**src/rtl/mem_ptr_update_unit.sv**
```systemverilog
// Pointer update unit: holds the architectural X/Y/Z/SP pointers, applies the
// post-inc / pre-dec (push/pop) side effects of accepted requests and writeback
// loads, and presents registered effective addresses to the memory stage.
// Pointer index: 0=SP 1=X 2=Y 3=Z.
module mem_ptr_update_unit #(
    parameter logic [15:0] SP_RESET    = 16'hFFFF,
    parameter logic [15:0] PTR_RESET   = 16'h0000,
    parameter logic [15:0] STACK_LIMIT = 16'hFF00
) (
    input  logic        i_clock,
    input  logic        i_reset,
    input  logic        i_stall,
    input  logic        i_req_valid,
    input  logic [1:0]  i_req_sel,
    input  logic [1:0]  i_req_mode,
    input  logic        i_wb_en,
    input  logic [1:0]  i_wb_sel,
    input  logic [15:0] i_wb_data,
    output logic [15:0] o_x_ptr,
    output logic [15:0] o_y_ptr,
    output logic [15:0] o_z_ptr,
    output logic [15:0] o_stack_ptr,
    output logic        o_addr_valid,
    output logic        o_sp_overflow,
    output logic        o_sp_underflow
);

    localparam logic [1:0] SEL_SP   = 2'b00;
    localparam logic [1:0] MODE_INC = 2'b01;
    localparam logic [1:0] MODE_DEC = 2'b10;

    // Reset image shared by the architectural and effective register files.
    localparam logic [3:0][15:0] RST_IMG = {PTR_RESET, PTR_RESET, PTR_RESET, SP_RESET};

    logic [3:0][15:0] r_arch;
    logic [3:0][15:0] r_eff;
    logic             r_addr_valid;
    logic             r_sp_overflow;
    logic             r_sp_underflow;

    logic [3:0][15:0] w_arch_nxt;
    logic [3:0][15:0] w_eff_nxt;
    logic             w_acc;
    logic             w_inc;
    logic             w_dec;
    logic [15:0]      w_p;
    logic [15:0]      w_p_inc;
    logic [15:0]      w_p_dec;
    logic             w_sp_req;

    assign w_acc    = i_req_valid & ~i_stall;
    assign w_inc    = (i_req_mode == MODE_INC);
    assign w_dec    = (i_req_mode == MODE_DEC);
    assign w_p      = r_arch[i_req_sel];
    assign w_p_inc  = w_p + 16'd1;
    assign w_p_dec  = w_p - 16'd1;
    assign w_sp_req = w_acc & (i_req_sel == SEL_SP);

    // Next architectural and effective values; writeback overrides the
    // request side effect on the same pointer, but never the effective value.
    always_comb begin
        w_arch_nxt = r_arch;
        w_eff_nxt  = r_eff;
        if (w_acc && w_inc) w_arch_nxt[i_req_sel] = w_p_inc;
        if (w_acc && w_dec) w_arch_nxt[i_req_sel] = w_p_dec;
        if (i_wb_en)        w_arch_nxt[i_wb_sel]  = i_wb_data;
        if (!i_stall) begin
            w_eff_nxt = r_arch;
            if (w_acc) w_eff_nxt[i_req_sel] = w_dec ? w_p_dec : w_p;
        end
    end

    // Pointer register files.
    always_ff @(posedge i_clock or posedge i_reset) begin
        if (i_reset) begin
            r_arch <= RST_IMG;
            r_eff  <= RST_IMG;
        end else begin
            r_arch <= w_arch_nxt;
            r_eff  <= w_eff_nxt;
        end
    end

    // Valid tracks the last non-stalled request slot; SP flags are sticky.
    always_ff @(posedge i_clock or posedge i_reset) begin
        if (i_reset) begin
            r_addr_valid   <= 1'b0;
            r_sp_overflow  <= 1'b0;
            r_sp_underflow <= 1'b0;
        end else begin
            if (!i_stall) r_addr_valid <= i_req_valid;
            if (w_sp_req && w_dec && (r_arch[SEL_SP] == STACK_LIMIT)) r_sp_overflow  <= 1'b1;
            if (w_sp_req && w_inc && (r_arch[SEL_SP] == SP_RESET))    r_sp_underflow <= 1'b1;
        end
    end

    assign o_stack_ptr    = r_eff[0];
    assign o_x_ptr        = r_eff[1];
    assign o_y_ptr        = r_eff[2];
    assign o_z_ptr        = r_eff[3];
    assign o_addr_valid   = r_addr_valid;
    assign o_sp_overflow  = r_sp_overflow;
    assign o_sp_underflow = r_sp_underflow;

endmodule

```
**config.mk**
```make
export PLATFORM = sky130hd
export DESIGN_NAME = mem_ptr_update_unit
export DESIGN_NICKNAME = d
export VERILOG_FILES = /design/src/rtl/mem_ptr_update_unit.sv
export SDC_FILE = /design/constraint.sdc
export NUM_CORES = 1
export LEC_CHECK = 0
export BUFFER_PORTS_ARGS = -buffer_cell sky130_fd_sc_hd__clkbuf_2
export CORE_MARGIN = 4
export CORE_UTILIZATION = 40
export DETAILED_ROUTE_END_ITERATION = 8
export PLACE_DENSITY_LB_ADDON = 0.25
export SKIP_CTS_REPAIR_TIMING = 1
export SLEW_MARGIN = 20
export SYNTH_ARGS = -nofsm -noshare
export SYNTH_HDL_FRONTEND = slang
export SYNTH_SLANG_ARGS = --single-unit
```
**constraint.sdc**
```tcl
create_clock -name i_clock -period 10.7 [get_ports i_clock]
set_input_delay 0.535 -clock i_clock [delete_from_list [all_inputs] [get_ports i_clock]]
set_output_delay 0.535 -clock i_clock [all_outputs]
set_load 0.1 [all_outputs]
```
==> reports/results.ini <==
[run_status]
status=complete, no violations

[power]
p_leak_nw=3.88
p_per_area_mw_per_mm2=245
vdd_drop_max_uv=90.1

[routing]
wl_per_cell_um=25.0
drt-total-wl_mm=32.0
drc_errors=0
dr.pass1.iters=5
viasPerCell=6.43
drt_iter0_markers=1013
postRouteAntennaNets=0
dr_total_vias=8216

[yosys]
synthArstFlopShare_pct=100
syn_nets=969
ys_seq_elements=131
syn_area_mm2=0.00846
synth_cell_types=72
ys.flop_type=dfrtp_1
synth_edf_count=0
avgSynthCellArea_um2=9.00
synth_warnings=0
yosysSeqAreaShare_pct=39.2
synthCells=940

[sta]
relSlewSlack_pct=24.5
finClkSkew_ns=0.0122
final_max_slew_viol_count=0
period_minus_slack_ns=3.64
setup_viol=0
hold_viol=0
tns_ns=0
rsz0062_at_grt=no
fmaxAchievable_mhz=275
fin_crit_sh_pct=34.0
hold_ws_ns=0.268
tightest_slew_ns=1.13

[final_layout]
final_core_util_pct=47.5
nets=1021
drive_above_1_share_pct=21.9
areaGrowthSynthToFinish_pct=15.2

[critical_path]
ff2ff_path_depth=9
cp_num_buf_inv=4
crit_type=in2reg
slowest_delay_ns=0.89
r2r_end=r_arch[58]$_DFF_PP0_
cp-end-kind=flip-flop
crit_arrival_ns=3.92
crit_chain=clkbuf_2 > buf_4 > mux4_2 > inv_1 > ha_1 > inv_1 > nor4_1 > nand3_1 > nor2_1 > xnor2_1 > o221ai_1
cp.required_ns=10.99
worst_setup_path_start_kind=input pin
path_depth=11
cp_slowest_cell=nor4_1
reg2reg_from=r_arch[48]$_DFF_PP0_
r2r_slack_ns=7.25
critPathTopFamily=simple AND/OR/NAND/NOR gates
cp_max_fo=28
crit_top_cell=inv_1

[cts]
clockBufferDepth=2
cts.clk_slew.worst_paths_ns=0.06
clock_sinks=131
clk_latency_ns=0.43
htree_levels=4
cts-root-buf=clkbuf_16
cts_buffers=17
tritoncts=yes

[global_routing]
grt_pass1_wl_mm=48.5
antenna_found_initial=1
grt_max_degree=75
grt.overflow.total=0
grt_pass1_vias=7596
gr-usage-all-layers_pct=26.7

[die]
die_x_um=153
die_h_um=153
core-area_mm2=0.0205
rows=52
io-pin-count=94
dieArea_mm2=0.0235
initial_core_util_pct=41.3

[placement]
io_buffer_count=93
gp_congestion=0.971
hpwlAfterDp_mm=22.8

[min_path]
min_path_type=in2async

[run]
drv_cap=0

worst max-delay path by stage:
stage                          endpoint  slack [ns]          from
2_1_floorplan  o_addr_valid$_DFFE_PP0N_        6.72       i_reset
3_3_place_gp       r_arch[58]$_DFF_PP0_        6.68  i_req_sel[0]
3_5_place_dp       r_arch[58]$_DFF_PP0_        6.66  i_req_sel[0]
4_1_cts            r_arch[58]$_DFF_PP0_        7.11  i_req_sel[0]
5_1_grt            r_arch[58]$_DFF_PP0_        6.79  i_req_sel[0]
6_report           r_arch[58]$_DFF_PP0_        7.06  i_req_sel[0]
worst register-to-register path: cells and delay by family (launching register included):
kind	cells	cell delay, ns
compound gates	1	0.13
xor+xnor	1	0.13
fa+ha+maj	1	0.25
buf+inv	2	0.20
flops	1	0.45
mux	1	0.57
simple gates	3	1.58
per-layer routing:
metal  track usage, %  vias up  part of all wire (%)
li1                 -     3620                     -
met2             35.6      549                    41
met4             9.88        0                   3.0
met1             40.8     3970                    44
met5                0        -                     0
met3             7.07       77                    12
placed cells by master (no fill, tap or decap), types with 5 or more instances in the layout:
master	n
a211o_1	6
a211oi_1	34
a21oi_1	81
a22o_1	5
a22oi_1	9
a31oi_1	7
and3_1	13
buf_4	15
bufinv_16	5
clkbuf_16	17
clkbuf_2	92
dfrtp_1	99
dfstp_2	32
inv_1	8
mux2_2	11
mux2i_1	27
mux4_2	13
nand2_1	102
nand2b_1	5
nand3_1	22
nand4_1	8
nor2_1	67
nor2b_1	32
nor3_1	11
nor4_1	11
o211ai_1	9
o21ai_0	81
o221ai_1	29
o22ai_1	10
o2bb2ai_1	5
or2_2	6
or3_1	5
xnor2_1	33
xor2_1	9
per-stage QoR:
stage	std cells	area [µm²]	power, mW	setup WS, ns
final	1277	9740	2.39	7.06
after global routing	1275	9740	2.48	6.79
after CTS	1275	9730	2.37	7.11
after detailed placement	1243	9080	1.72	6.66
after global placement	1243	9080	1.71	6.68
after floorplan	940	8460	1.50	6.72
area by class of cell:
| class | count | area, µm² |
|---|---|---|
| fill | 2017 | 10800 |
| antenna | 2 | 5.00 |
| timing repair buffer | 107 | 573 |
| clock buffer | 20 | 447 |
| clock inverter | 12 | 205 |
| sequential | 131 | 3320 |
| tap | 270 | 338 |
| inverter | 9 | 36.3 |
| multi-input combinational | 726 | 4820 |
synth_stat cells (all sizes together), types with 10 or more instances:
cell,instances,share of area (%)
mux2i,27,3.2
a211oi,34,3.0
and3,13,0.96
a21oi,81,4.8
clkbuf,58,2.6
mux2,12,1.6
dfstp,32,9.9
nand3,22,1.3
buf,16,1.2
nor4,12,1.1
dfrtp,99,29
xnor2,34,3.6
nor2b,32,2.4
o221ai,29,3.0
nor2,70,3.1
o21ai,83,4.9
o22ai,10,0.74
nand2,104,4.6
mux4,16,4.4
nor3,14,1.0
power by group:
| part | switching (mW) | internal (mW) | total, mW |
|---|---|---|---|
| Clock | 0.234 | 0.421 | 0.655 |
| Combinational | 0.743 | 0.225 | 0.968 |
| Sequential | 0.137 | 0.626 | 0.764 |
| Total | 1.11 | 1.27 | 2.39 |
flip-flops by register name (all words and copies together) (netlist names):
| register | cells |
|---|---|
| o_z_ptr | 16 |
| o_sp_underflow | 1 |
| o_y_ptr | 16 |
| o_x_ptr | 16 |
| o_sp_overflow | 1 |
| o_stack_ptr | 16 |
| r_arch | 64 |
| o_addr_valid | 1 |
kinds of logic (layout without fill, tap and decap cells):
logic type / Yosys count / after routing / synth area share, %
DFF: 131 / 131 / 39.2
and+or+nand+nor: 319 / 319 / 19.2
xor gates and xnor gates: 43 / 43 / 4.54
buffers and inverters: 83 / 148 / 4.19
AOI/OAI and AO/OA: 307 / 307 / 23.3
other: 0 / 2 / 0
adders and majority gates: 2 / 2 / 0.296
muxes: 55 / 55 / 9.23
(Power assumes the default switching activity.)
